<file path="src/rtl/ahb_fifo_arb_pkg.sv">
// Shared definitions for the ahb_fifo_wr_arb write arbiter:
// - FSM state encoding.
// - Round-robin pick function.
// - Watchdog counter width.
package ahb_fifo_arb_pkg;

    // Legacy-compatible state encoding
    localparam logic STATE_IDLE = 1'b0;
    localparam logic STATE_BUSY = 1'b1;

    // The pick function works on a fixed 8-bit vector, which covers NREQ up to 8
    localparam int RR_MAX_REQ = 8;

    // Default watchdog stall limit and the counter width it needs
    localparam int WDOG_IDLE_MAX_DEF = 15;
    localparam int WDOG_CNT_W        = $clog2(WDOG_IDLE_MAX_DEF + 1);

    // One-hot winner of a round-robin search over req[nreq-1:0].
    // The search starts at ptr and wraps modulo nreq.
    // Returns zero when nothing is requesting.
    function automatic logic [RR_MAX_REQ-1:0] rr_pick(
        input logic [RR_MAX_REQ-1:0] req,
        input logic [2:0]            ptr,
        input int                    nreq
    );
        logic [RR_MAX_REQ-1:0] win;
        logic                  found;
        logic [2:0]            idx;
        win   = '0;
        found = 1'b0;
        for (int i = 0; i < RR_MAX_REQ; i++) begin
            idx = 3'((int'(ptr) + i) % nreq);
            if ((i < nreq) && !found && req[idx]) begin
                win[idx] = 1'b1;
                found    = 1'b1;
            end
        end
        return win;
    endfunction

endpackage

</file>
<file path="src/rtl/rr_arb_core.sv">
// Purely combinational round-robin picker.
// Maps (req, ptr) to (valid, idx, onehot).
// The top level shares one instance between the idle pick and the end-of-packet pick.
module rr_arb_core
    import ahb_fifo_arb_pkg::*;
#(
    parameter int NREQ  = 4,
    parameter int IDX_W = $clog2(NREQ)
) (
    input  logic [NREQ-1:0]  req_i,
    input  logic [IDX_W-1:0] ptr_i,
    output logic             valid_o,
    output logic [IDX_W-1:0] idx_o,
    output logic [NREQ-1:0]  onehot_o
);

    logic [RR_MAX_REQ-1:0] pick;
    logic                  unused_pick;

    // Widen to the function's fixed width, then take back the live bits
    always_comb begin
        pick = rr_pick(RR_MAX_REQ'(req_i), 3'(ptr_i), NREQ);
    end

    assign onehot_o    = pick[NREQ-1:0];
    assign valid_o     = |onehot_o;
    assign unused_pick = ^pick;

    // One-hot to index encode
    always_comb begin
        idx_o = '0;
        for (int k = 0; k < NREQ; k++) begin
            if (onehot_o[k]) idx_o = IDX_W'(k);
        end
    end

endmodule

</file>
<file path="src/rtl/ahb_fifo_wr_arb.sv">
// Packet-based round-robin arbiter that shares one sync_fifo write port
// among NREQ requesters.
// - A requester keeps the grant until a beat flagged last is accepted.
// - Beats are accepted with zero latency from the registered grant.
// - Optional stall watchdog is enabled by defining AHB_FIFO_WR_ARB_WDOG_EN.
//
// state      | meaning
// -----------+----------------------------------------------
// STATE_IDLE | no owner; searching from rr_ptr_q
// STATE_BUSY | owner held in own_q / gnt_q; beats pass through
module ahb_fifo_wr_arb
    import ahb_fifo_arb_pkg::*;
#(
    parameter int NREQ     = 4,
    parameter int DATA_W   = 36,
    parameter int IDLE_MAX = WDOG_IDLE_MAX_DEF
) (
    input  logic                   clk,
    input  logic                   rst_n,
    input  logic [NREQ-1:0]        req_i,
    input  logic [NREQ-1:0]        last_i,
    input  logic [NREQ*DATA_W-1:0] data_i,
    output logic [NREQ-1:0]        ack_o,
    output logic [NREQ-1:0]        gnt_o,
    output logic                   wfifo_o,
    output logic [DATA_W-1:0]      wdata_o,
    input  logic                   wfull_i,
    output logic                   err_o
);

    localparam int IDX_W = $clog2(NREQ);

    logic             state_q, state_d;
    logic [NREQ-1:0]  gnt_q, gnt_d;
    logic [IDX_W-1:0] own_q, own_d;
    logic [IDX_W-1:0] rr_ptr_q, rr_ptr_d;

    logic             busy;
    logic             own_req;
    logic             own_last;
    logic             accept;
    logic             wdog_fire;
    logic             release_pkt;
    logic [IDX_W-1:0] next_ptr;
    logic [IDX_W-1:0] arb_ptr;
    logic [NREQ-1:0]  arb_req;
    logic             arb_valid;
    logic [IDX_W-1:0] arb_idx;
    logic [NREQ-1:0]  arb_onehot;
    logic [DATA_W-1:0] sel_data;

    assign busy     = (state_q == STATE_BUSY);
    assign own_req  = req_i[own_q];
    assign own_last = last_i[own_q];
    assign accept   = busy & own_req & ~wfull_i;
    assign next_ptr = (own_q == IDX_W'(NREQ - 1)) ? '0 : own_q + 1'b1;

    // At packet end the finishing owner is excluded from the re-pick.
    // Its request in that cycle is the last beat, not a new packet.
    assign arb_ptr = busy ? next_ptr : rr_ptr_q;
    assign arb_req = busy ? (req_i & ~gnt_q) : req_i;

    rr_arb_core #(
        .NREQ  (NREQ),
        .IDX_W (IDX_W)
    ) u_rr_arb_core (
        .req_i    (arb_req),
        .ptr_i    (arb_ptr),
        .valid_o  (arb_valid),
        .idx_o    (arb_idx),
        .onehot_o (arb_onehot)
    );

`ifdef AHB_FIFO_WR_ARB_WDOG_EN
    // Never narrower than the width needed for the default limit
    localparam int CNT_W = (WDOG_CNT_W > $clog2(IDLE_MAX + 1)) ?
                           WDOG_CNT_W : $clog2(IDLE_MAX + 1);

    logic [CNT_W-1:0] idle_cnt_q, idle_cnt_d;

    // Fires on the IDLE_MAX-th consecutive owner bubble
    assign wdog_fire = busy & ~own_req & (idle_cnt_q == CNT_W'(IDLE_MAX - 1));
    assign err_o     = wdog_fire;

    // Count consecutive owner bubbles.
    // Any owner request clears the count, including one stalled by wfull_i.
    always_comb begin
        idle_cnt_d = '0;
        if (busy && !own_req && !wdog_fire) idle_cnt_d = idle_cnt_q + 1'b1;
    end

    // Bubble counter register
    always_ff @(posedge clk or negedge rst_n) begin
        if (!rst_n) idle_cnt_q <= '0;
        else        idle_cnt_q <= idle_cnt_d;
    end
`else
    localparam int unused_idle_max = IDLE_MAX;

    assign wdog_fire = 1'b0;
    assign err_o     = 1'b0;
`endif

    assign release_pkt = (accept & own_last) | wdog_fire;

    // Owner's data word
    always_comb begin
        sel_data = '0;
        for (int k = 0; k < NREQ; k++) begin
            if (own_q == IDX_W'(k)) sel_data = data_i[k*DATA_W +: DATA_W];
        end
    end

    assign ack_o   = accept ? gnt_q : '0;
    assign gnt_o   = gnt_q;
    assign wfifo_o = accept;
    assign wdata_o = accept ? sel_data : '0;

    // Grant / pointer next-state.
    // Packet end hands over directly to the next requester when one is waiting.
    always_comb begin
        state_d  = state_q;
        gnt_d    = gnt_q;
        own_d    = own_q;
        rr_ptr_d = rr_ptr_q;
        if (!busy) begin
            if (arb_valid) begin
                state_d = STATE_BUSY;
                gnt_d   = arb_onehot;
                own_d   = arb_idx;
            end
        end else if (release_pkt) begin
            rr_ptr_d = next_ptr;
            if (arb_valid) begin
                gnt_d = arb_onehot;
                own_d = arb_idx;
            end else begin
                state_d = STATE_IDLE;
                gnt_d   = '0;
                own_d   = '0;
            end
        end
    end

    // State, grant and round-robin pointer registers
    always_ff @(posedge clk or negedge rst_n) begin
        if (!rst_n) begin
            state_q  <= STATE_IDLE;
            gnt_q    <= '0;
            own_q    <= '0;
            rr_ptr_q <= '0;
        end else begin
            state_q  <= state_d;
            gnt_q    <= gnt_d;
            own_q    <= own_d;
            rr_ptr_q <= rr_ptr_d;
        end
    end

endmodule

</file>
<file path="config.mk">
export PLATFORM = sky130hd
export DESIGN_NAME = ahb_fifo_wr_arb
export DESIGN_NICKNAME = d
export VERILOG_FILES = /design/src/rtl/ahb_fifo_arb_pkg.sv /design/src/rtl/rr_arb_core.sv /design/src/rtl/ahb_fifo_wr_arb.sv
export SDC_FILE = /design/constraint.sdc
export NUM_CORES = 1
export LEC_CHECK = 0
export CORE_AREA = 3 3 77 79
export DETAILED_ROUTE_END_ITERATION = 12
export DIE_AREA = 0 0 80 82
export DONT_BUFFER_PORTS = 1
export PLACE_DENSITY = 0.62
export SLEW_MARGIN = 20
export SYNTH_ARGS = -nofsm -noshare
export SYNTH_HDL_FRONTEND = slang
export SYNTH_HIERARCHICAL = 1
export SYNTH_SLANG_ARGS = --single-unit
</file>
<file path="constraint.sdc">
create_clock -name clk -period 5 [get_ports clk]
set_input_delay 0.5 -clock clk [delete_from_list [all_inputs] [get_ports clk]]
set_output_delay 0.5 -clock clk [all_outputs]
set_load 0.1 [all_outputs]
</file>
* Word level (Yosys, flattened, before mapping)
Index checks and enable logic that the tools add are counted.
** Operators by class
- $add $sub $neg :: 4
- Eq/ne operators :: 4
- Order comparisons :: 9
- Muxes and demuxes :: 50
- Bitwise logic cells :: 12
- Reductions and logical operators :: 18
** Operators with widths (count)
- 2-to-1 mux 36 bit :: 5
- 2-to-1 mux 4 bit :: 10
- 2-to-1 mux 1 bit :: 17
- 2-to-1 mux 2 bit :: 8
- less-than comparator 3 x 4 -> 1 bit, second input constant :: 3
- bitwise OR 4 bit :: 3
- binary-select mux 1 bit (select 3 bit) :: 3
- demux 1 bit (select 3 bit) :: 3
- greater-or-equal comparator 3 x 1 -> 1 bit, second input constant :: 3
- logical AND 1 bit :: 7
- binary-select mux 1 bit (select 2 bit) :: 3
- OR reduction 2 bit :: 3
- adder 2 x 1 -> 2 bit, second input constant :: 2
- adder 2 bit, second input constant :: 2
- AND 4 bit :: 1
- == test 2 bit, second input constant :: 2
- less-than comparator 2 x 4 -> 1 bit, second input constant :: 1
- NOT 4 bit :: 1
- AND reduction 2 bit :: 2
- OR reduction 4 bit :: 1
- AND 1 bit :: 3
- AND 1 bit, first input constant :: 3
- logical NOT 1 bit :: 3
- less-than comparator 2 x 3 -> 1 bit, second input constant :: 1
- other kinds (7) :: 7
** Word-level totals
- Bits of input ports :: 155
- Output and inout bits :: 46
- Flip-flop bits (word level) :: 9

* Depth between registers and ports, before layout
Gate-level depths: netlist (run 1).
- Word-level depth :: 22
- Depth in mapped cells :: 18
- Mapped depth without buffers :: 15

* Hierarchy
Netlist (run 1), hierarchy kept.
** By module, submodules not included
- ahb_fifo_wr_arb :: area an instance 1836.8 um^2, cells an instance 273, seq. area each 225.2 um^2, instances 1
- rr_arb_core :: area an instance 376.6 um^2, cells an instance 48, seq. area each 0.0 um^2, instances 1

* Least setup slack after synthesis (run 1)
No wires, ideal clock.
- Path type :: flip-flop to flip-flop
- Start :: register own_q[0]
- End :: register gnt_q[0] (netlist: gnt_o[0])
- Cell stages (with the launch flop) :: 16
- Setup slack :: 1171 ps
- Clock period less this slack :: 3829 ps
- Arrival time :: 3690 ps
- Setup time :: 139 ps
- Cells stage by stage :: dfrtp_1 > ha_1 > clkbuf_1 > clkbuf_1 > nor2_1 > mux2_2 > buf_6 > inv_1 > ha_1 > mux4_1 > a211oi_1 > a221o_1 > or4_1 > inv_1 > o32ai_4 > mux2i_1
** Between the ends
- Word-level cells in the longest chain between the ends :: 20
** Ends and longest elaborated chain
- from (decl) :: RTL line ahb_fifo_wr_arb.sv:35 : logic [IDX_W-1:0] own_q, own_d;
- from (signal assigned) :: RTL line ahb_fifo_wr_arb.sv:155 : own_q <= own_d;
- adder 2 x 1 -> 2 bit / == test 2 bit (equally long branches) :: RTL line ahb_fifo_wr_arb.sv:56 : assign next_ptr = (own_q == IDX_W'(NREQ - 1)) ? '0 : own_q + 1'b1;
- 2-to-1 mux 2 bit (*) :: RTL line ahb_fifo_wr_arb.sv:56
- 2-to-1 mux 2 bit (*) :: RTL line ahb_fifo_wr_arb.sv:60 : assign arb_ptr = busy ? next_ptr : rr_ptr_q;
- via arb_ptr[0] :: RTL line ahb_fifo_wr_arb.sv:45 : logic [IDX_W-1:0] arb_ptr;
- adder 2 x 1 -> 2 bit :: RTL line ahb_fifo_arb_pkg.sv:32 : idx = 3'((int'(ptr) + i) % nreq);
- OR reduction 2 bit (no line)
- AND 1 bit (no line)
- less-than comparator 3 x 4 -> 1 bit (not written as such) (tied with other cells) :: RTL line ahb_fifo_arb_pkg.sv:34 : win[idx] = 1'b1;
- [... 7 more ...]
- bitwise OR 4 bit (no line) / logical AND 1 bit (equally long branches)
- 2-to-1 mux 4 bit (*) :: RTL line ahb_fifo_arb_pkg.sv:33 : if ((i < nreq) && !found && req[idx]) begin
- via arb_onehot[3] :: RTL line ahb_fifo_wr_arb.sv:49 : logic [NREQ-1:0] arb_onehot;
- OR reduction 4 bit (*) :: RTL line rr_arb_core.sv:26 : assign valid_o = |onehot_o;
- via arb_valid :: RTL line ahb_fifo_wr_arb.sv:47 : logic arb_valid;
- 2-to-1 mux 4 bit :: RTL line ahb_fifo_wr_arb.sv:134 : if (arb_valid) begin
- 2-to-1 mux 4 bit :: RTL line ahb_fifo_wr_arb.sv:132 : end else if (release_pkt) begin
- 2-to-1 mux 4 bit :: RTL line ahb_fifo_wr_arb.sv:126 : if (!busy) begin
- to (signal assigned) :: RTL line ahb_fifo_wr_arb.sv:154 : gnt_q <= gnt_d;
- to (decl) :: RTL line ahb_fifo_wr_arb.sv:34 : logic [NREQ-1:0] gnt_q, gnt_d;
Mark *: on every way through the listed nets, which the timed path passes. The rest lies on a longest branch. The select of a mux whose other input is x is not followed.
A chain may end at the register's enable or synchronous reset.

* Worst setup path in the final report (run 1)
- Start :: register own_q[0]
- End :: register gnt_q[1] (netlist: gnt_o[1])
** Between the ends
- Word-level cells in the longest chain between the ends :: 20
** Ends and longest elaborated chain
- adder 2 x 1 -> 2 bit / == test 2 bit (equally long branches) :: RTL line ahb_fifo_wr_arb.sv:56
- 2-to-1 mux 2 bit (*) :: RTL line ahb_fifo_wr_arb.sv:56
- via next_ptr[1] :: RTL line ahb_fifo_wr_arb.sv:44 : logic [IDX_W-1:0] next_ptr;
- 2-to-1 mux 2 bit (*) :: RTL line ahb_fifo_wr_arb.sv:60
- via arb_ptr[1] :: RTL line ahb_fifo_wr_arb.sv:45
- adder 2 x 1 -> 2 bit :: RTL line ahb_fifo_arb_pkg.sv:32
- OR reduction 2 bit (no line)
- AND 1 bit (no line)
- [... 8 more ...]
- bitwise OR 4 bit (no line) / logical AND 1 bit (equally long branches)
- 2-to-1 mux 4 bit (*) :: RTL line ahb_fifo_arb_pkg.sv:33
- via arb_onehot[2] :: RTL line ahb_fifo_wr_arb.sv:49
- OR reduction 4 bit (*) :: RTL line rr_arb_core.sv:26
- via arb_valid :: RTL line ahb_fifo_wr_arb.sv:47
- 2-to-1 mux 4 bit :: RTL line ahb_fifo_wr_arb.sv:134
- 2-to-1 mux 4 bit :: RTL line ahb_fifo_wr_arb.sv:132
- 2-to-1 mux 4 bit :: RTL line ahb_fifo_wr_arb.sv:126
Marks and branches as above.

==> run metrics, run 1 <==
outcome completed; vias 2,517; drt pass-1 iters 4; grt peak-use layer met2; Startpoint Class flip-flop; Synth Instances 321; CP Depth 15; hold path cells 1; synth top area cells a211o_1 14%, a221oi_1 14%, dfrtp_1 10%; synthesized area 0.00221 mm2; Yosys cell types 39; post-synthesis compound-gate area fraction 45.8%; Synth Area in Simple Gates 15.3%; Period minus WS final 3710 ps; CTS Hold Bufs 1; HP Class reg2reg; fin cells 412; Post-synth EDFFs 0; IO Count 201; Post-synth top cells 51 x nand2_1, 49 x inv_1, 36 x a211o_1, 36 x a21oi_1, 36 x a221oi_1; Final Cycle Share 74.2%; CP Buf/Inv Count 4; Clock Latency Late Sink 230 ps; Max Buffers Root-to-Sink 2; Crit-path slowest cell or4_1; post-synthesis mux area share 7.91%; ys async rst share 100%; first-pass GRT wire length 11,000 um; Setup-failing EPs final 0; DRC Markers 0; Routed Antenna Nets 0; GRT met3 Usage 6.58%; antenna violations before repair 0; R2R cell count 15; CP Class reg2reg; Critical Path Sink Type flip-flop; GRT Residual Overflow 0; Mapped Avg Cell Area 6.90 um2; Tightest Pin Transition 1060 ps; final hold vios 0; post-synthesis sequential area ratio 10.2%; crit path DAT 3800 ps; max incr delay on CP 520 ps; initial core utilization 40.9%; CTS clk-pin slew, worst paths 50 ps; grt met2 use 34.4%; design area 0.00273 mm2; Synth Area in Adders 6.22%; setup tns final 0 ps; Die X 80 um; unrepaired setup endpoints after global routing false; kind of cell adding the most delay to the critical path simple AND/OR/NAND/NOR gates; post-CTS resize count 0; crit-path cells inv_1, ha_1, mux2_2, inv_1, ha_1, nor2b_1, o21ai_0, o21ai_0, a221oi_2, inv_1, or4_1, inv_1, nand2_1, nand2_1, mux2i_1; DRT iter0 DRCs 113; cell taking the most area after synthesis a211o_1; PwrDens 962 mW/mm2; Die Height 82 um; HPWL Detailed 6480 um; Top FF cell, synth dfrtp_1; critical path fanouts, max 7; Rows 27; DP Cell Count 407; highest clock rate 270 MHz; post-synthesis xor/xnor area fraction 0%; Nets 507; Fin Hold WS 505 ps; TritonCTS clock tree done; GR Util All Layers 21.3%; routed vias/inst 6.11; Top cell by count, worst path inv_1; fill count 545; GP Congestion 0.868; Leakage 1.21 nW; Post-Syn Nets 487; max cap viols 0; post-CTS setup buffers 0; Util after Layout 50.4%; Post-Route WL 8080 um; most frequent cell after synthesis nand2_1; Slew HR 29.3%; top cell type's share of synthesized area 14.2%; vias in the first global route 2,184; routed len/inst 19.6 um; Multi-input gate area 0.00183 mm2; Buffers on Ports 0; htree depth 1; critical path data required time 5100 ps; Ys Warns 6; Layout area overhead 23.2%; Total Die Area 0.00656 mm2; fin. max-slew vios 0; Clock Skews 3.60 ps; M1 GR Usage 27.4%; root buf cell clkbuf_8; CTS Sinks 9; main combinational cell family by area after synthesis compound AO/OA/AOI/OAI gates; Seq cells post-synth 9; Placed Area 0.00267 mm2; # diodes 0; Peak VDD IR 0.504 mV; Core ar. 0.00541 mm2; share of cells above drive strength 1 29.7%; Inserted Clock Buffers 3; largest net degree at the start of global routing 73; register area 225 um2
==> worst register-to-register path: cells and delay by family (launching register included) <==
family                   cells  cell delay, ps
adder cells (fa/ha/maj)      2             600
multiplexers                 2             400
AND/OR/NAND/NOR              4             940
buffers and inverters        4             520
flip-flops                   1             470
AO/OA/AOI/OAI                3             660
==> layer usage <==
metal	vias to the layer above	wire, um
met5	-	0
met4	0	116
met3	11	792
met2	122	3970
met1	1172	3200
li1	1212	-
==> cells in the final DEF, fill, tap and decap left out, types with 6 or more instances in the layout <==
master,count
o21ai_0,6
nand2_1,51
a211o_1,36
a221oi_1,36
ha_1,9
dfrtp_1,9
mux2i_1,7
a21oi_2,36
inv_1,49
buf_4,45
==> power breakdown <==
group,switching (mW),total (mW),internal [mW]
sequential,0.0232,0.122,0.0988
combinational,1.69,2.42,0.732
clock,0.0280,0.0835,0.0555
total,1.74,2.62,0.886
==> registers in the layout (all words and copies together), names as in the netlist <==
signal / cells
busy: 1
gnt_o: 4
own_q: 2
rr_ptr_q: 2
==> metrics by stage <==
| stage | power, mW | setup slack, ps |
|---|---|---|
| after floorplan | 2.01 | 1170 |
| after global placement | 2.49 | 1460 |
| after detailed placement | 2.53 | 1300 |
| after CTS | 2.62 | 1300 |
| after global routing | 2.81 | 962 |
| final | 2.62 | 1290 |
==> logic make-up after synthesis <==
family	Yosys count
other cells	1
buf+inv	80
compound gates	132
flops	9
fa+ha+maj	11
mux	14
simple gates	74
==> final cells by class <==
cell class	count	share of cell area, %
inverters	49	6.75
repair buffers	46	12.8
multi-input cells	232	67.3
clock buffers	4	1.65
flip-flops and latches	9	8.26
well taps	72	3.30
==> worst paths after layout <==
kind                               end   startpoint  slack [ps]
setup / recovery              gnt_o[1]     own_q[0]        1290
hold / removal             rr_ptr_q[0]  rr_ptr_q[0]         500
setup reg to reg              gnt_o[1]     own_q[0]        1290
hold reg to reg            rr_ptr_q[0]  rr_ptr_q[0]         500
max in group asynchronous     gnt_o[0]        rst_n        4030
min in group asynchronous  rr_ptr_q[1]        rst_n         650
Note: power is estimated with default switching activity, not from simulation.
==> run 2, diff against run 1 <==
clock period = 3.8 ns   (was 5 ns; I/O delays follow)
==> run 2 against run 1 <==
  * Die area stayed put
  * Power is 35% higher
  * Global-route usage is 0.18 points lower
  * Maximum frequency is 3.2% higher
  * Routed wire length is 2.2% higher
  * Clock power is 31% higher
  * Critical path depth is 1 lower
  * Non-clock buffer count is 4 higher
  * Sequential power is 38% higher
==> run metrics, run 2 (synthesis results as in run 1) <==
outcome completed; CTS Sinks 9; share of cells above drive strength 1 32.6%; htree depth 1; Slew HR 36.4%; HP Class reg2reg; Layout area overhead 25.6%; DRT iter0 DRCs 98; max cap viols 0; Die X 80 um; Clock Latency Late Sink 230 ps; GR Util All Layers 21.1%; CP Class reg2reg; Startpoint Class flip-flop; FF-to-FF End own_q[0]; final hold vios 0; largest net degree at the start of global routing 73; # diodes 0; Critical Path Sink Type flip-flop; critical path fanouts, max 7; Rows 27; Nets 511; vias 2,528; antenna violations before repair 0; max FFs per register 4; critical path data required time 3890 ps; routed vias/inst 6.08; HPWL Detailed 6580 um; Period minus WS final 3590 ps; most frequent cells in the layout 50 x nand2_1, 48 x inv_1, 48 x buf_4; drt pass-1 iters 4; highest clock rate 278 MHz; setup tns final 0 ps; Buffers on Ports 0; fin. max-slew vios 0; PnR worst setup slack 207 ps; Placed Area 0.00271 mm2; GRT Residual Overflow 0; Max Buffers Root-to-Sink 2; post-CTS setup buffers 0; DRC Markers 0; end point of the critical path own_q[0]; root buf cell clkbuf_8; Tightest Pin Transition 951 ps; R2R cell count 14; Inserted Clock Buffers 3; PwrDens 1270 mW/mm2; Final Cycle Share 94.6%; initial core utilization 40.9%; CTS clk-pin slew, worst paths 50 ps; worst r2r src own_q[0]; Leakage 1.23 nW; start point of the critical path own_q[0]; routed len/inst 19.8 um; crit path DAT 3680 ps; IO Count 201; vias in the first global route 2,227; unrepaired setup endpoints after global routing false; Total Die Area 0.00656 mm2; Peak VDD IR 0.577 mV; Core ar. 0.00541 mm2; commonest non-fill, non-tap cell in the layout nand2_1; GP Congestion 0.898; TritonCTS clock tree done; first-pass GRT wire length 10,900 um; dpl ws 124 ps; Die Height 82 um; Clock Skews 3.64 ps; Routed Antenna Nets 0; total chip power 3.54 mW; Post-Route WL 8250 um; Setup-failing EPs final 0; design area 0.00278 mm2; fill count 514; flop-to-flop setup slack 210 ps
## run 2: area by class of cell
cell class / count / area [um2] / share of cell area [%]
multi-input cells: 232 / 1840 / 66.3
repair buffers: 50 / 390 / 14.0
flip-flops and latches: 9 / 228 / 8.19
inverters: 49 / 184 / 6.62
well taps: 72 / 90.1 / 3.24
clock buffers: 4 / 45.0 / 1.62
## run 2: power breakdown
| group | switching, mW | total (mW) | internal [mW] |
|---|---|---|---|
| logic | 2.27 | 3.26 | 0.998 |
| clock network | 0.0360 | 0.109 | 0.0729 |
| registers | 0.0356 | 0.168 | 0.132 |
## run 2: through the flow
stage / hold WS (ps) / instances / util, %
after CTS: 507 / 416 / 51.2
after global routing: 512 / 416 / 51.4
after global placement: 84.8 / 411 / 50.2
after detailed placement: 84.8 / 411 / 50.2
final: 506 / 416 / 51.4
after floorplan: 84.4 / 321 / -
## run 2: how the worst min path moves through the flow
| stage | depth (start not counted) | start | slack, ps | to |
|---|---|---|---|---|
| finish | 1 | rr_ptr_q[0] | 510 | rr_ptr_q[0] |
| global route | 1 | rr_ptr_q[0] | 510 | rr_ptr_q[0] |
| CTS | 1 | rr_ptr_q[0] | 510 | rr_ptr_q[0] |
| detailed placement | 0 | rst_n | 80 | gnt_o[1] |
| global placement | 0 | rst_n | 80 | gnt_o[1] |
| floorplan | 0 | rst_n | 80 | busy |
## run 2: metal layers
| layer | track usage, % | vias up | part of all wire [%] |
|---|---|---|---|
| met5 | 0 | - | 0 |
| met4 | 3.04 | 0 | 0.33 |
| met3 | 6.69 | 2 | 9.7 |
| met2 | 36.6 | 122 | 49 |
| met1 | 26.2 | 1189 | 41 |
| li1 | - | 1215 | - |
## run 2: repair_timing
action / in CTS / in global routing
hold buffers: 1 / 0
setup endpoints to repair: 0 / 6
gates resized for setup: 0 / 8
endpoints found under the hold margin: 9 / 0
## run 2: worst max-delay path, cell delays in order, from the launching register on
cell	delay [ps]
dfrtp_2	430
inv_1	110
ha_1	310
mux2_2	350
inv_1	150
ha_1	280
mux4_2	360
nand2_1	100
o21ai_1	60
a221oi_2	230
inv_1	100
or4_1	540
inv_2	110
o32ai_4	140
mux2i_1	170
==> run 3, diff against run 2 <==
CORE_AREA = not set   (was 3 3 77 79)
CORE_ASPECT_RATIO = 0.5   (was not set)
CORE_MARGIN = 3   (was not set)
CORE_UTILIZATION = 50   (was not set)
DIE_AREA = not set   (was 0 0 80 82)
PLACE_DENSITY = 0.72   (was 0.62)
==> run 3 against run 2 <==
  * Global-route usage rose by 4.6 points
  * Utilization up 17 points
  * Critical path depth unchanged
  * Critical path type unchanged
  * Largest power group unchanged
  * Largest cell class unchanged
  * Worst hold slack got worse by 20 ps
==> run metrics, run 3 (synthesis results as in run 1) <==
PnR worst setup slack 191 ps; critical path data required time 3900 ps; HPWL Detailed 6110 um; Fin Hold WS 486 ps; PwrDens 1280 mW/mm2; Die Height 53.0 um; critical path fanouts, max 9; outcome completed; most frequent cells in the layout 52 x buf_4, 50 x nand2_1, 48 x inv_1; unrepaired setup endpoints after global routing false; worst r2r src own_q[1]; vias in the first global route 2,269; IO Count 201; kind of cell adding the most delay to the critical path multiplexers; Util after Layout 68.2%; GR Util All Layers 25.7%; commonest non-fill, non-tap cell in the layout buf_4; CP Buf/Inv Count 4; fin cells 402; initial core utilization 54.2%; Crit-path slowest cell or4_1; HP Class reg2reg; total chip power 3.56 mW; max FFs per register 4; Rows 16; root buf cell clkbuf_8; fill count 313; GP Congestion 0.900; Max Buffers Root-to-Sink 2; # diodes 0; first-pass GRT wire length 11,100 um; Layout area overhead 25.9%; Placed Area 0.00271 mm2; Hold Path Origin rr_ptr_q[1]; Leakage 1.25 nW; Startpoint Class flip-flop; Slew HR 48.9%; CTS clk-pin slew, worst paths 50 ps; CP Class reg2reg; highest clock rate 277 MHz; Routed Antenna Nets 0; routed vias/inst 6.54; Peak VDD IR 0.753 mV; start point of the critical path own_q[1]; vias 2,628; design area 0.00279 mm2; share of cells above drive strength 1 33.0%; max incr delay on CP 540 ps; Critical Path Sink Type flip-flop; Buffers on Ports 0; crit-path cells inv_1, ha_1, mux2_2, inv_1, ha_1, mux4_2, nand2_1, o21ai_1, a221oi_2, inv_1, or4_1, inv_2, o32ai_4, mux2i_1; Clock Latency Late Sink 240 ps; Tightest Pin Transition 759 ps; antenna violations before repair 0; Die X 100 um; drt pass-1 iters 8; Nets 515; Total Die Area 0.00531 mm2; htree depth 1; Final Cycle Share 95.0%; setup tns final 0 ps; fin. max-slew vios 0; Period minus WS final 3610 ps; final hold vios 0; DRC Markers 0; routed len/inst 19.5 um; Core ar. 0.00408 mm2; DP Cell Count 395; max cap viols 0; crit path DAT 3710 ps; GRT Residual Overflow 0; Top cell by count, worst path inv_1; Setup-failing EPs final 0; largest net degree at the start of global routing 73; CTS Sinks 9; dpl ws 47.4 ps; Inserted Clock Buffers 3; TritonCTS clock tree done; DRT iter0 DRCs 179; Clock Skews 0.723 ps; Post-Route WL 7840 um
==> run 3: worst paths after layout <==
kind,endpoint,slack [ps],cells after the start
min in group asynchronous,gnt_o[0],510,1
worst max register to register,gnt_o[0],190,14
worst min register to register,rr_ptr_q[1],490,1
worst min-delay path,rr_ptr_q[1],490,1
max in group asynchronous,own_q[0],2990,1
worst max-delay path,gnt_o[0],190,14
==> run 3: final cells by class <==
cell class	instances	area, um2	area share (%)
clock buffer	4	45.0	1.62
inverter	49	184	6.60
multi-input combinational	232	1840	66.1
sequential	9	228	8.17
tap	54	67.6	2.42
timing repair buffer	54	420	15.1
==> run 3: report_power, final <==
| part | leakage, nW | total (mW) | switching, mW | internal (mW) |
|---|---|---|---|---|
| sequential | 0.109 | 0.164 | 0.0324 | 0.132 |
| combinational | 1.12 | 3.27 | 2.25 | 1.03 |
| clock | 0.0228 | 0.116 | 0.0428 | 0.0735 |
==> run 3: timing repair <==
item / 4_1_cts / 5_1_grt
setup endpoints to repair: 0 / 6
endpoints found under the hold margin: 9 / 0
setup buffers: 0 / 2
hold buffers: 1 / 0
gates resized for setup: 0 / 8
==> run 3: per-layer routing <==
layer / vias to the layer above / GRT usage [%] / wire [um]
met5: - / 0 / 0
met4: 0 / 2.91 / 42
met3: 8 / 3.55 / 571
met2: 140 / 46.9 / 4070
met1: 1254 / 33.7 / 3160
li1: 1226 / - / -
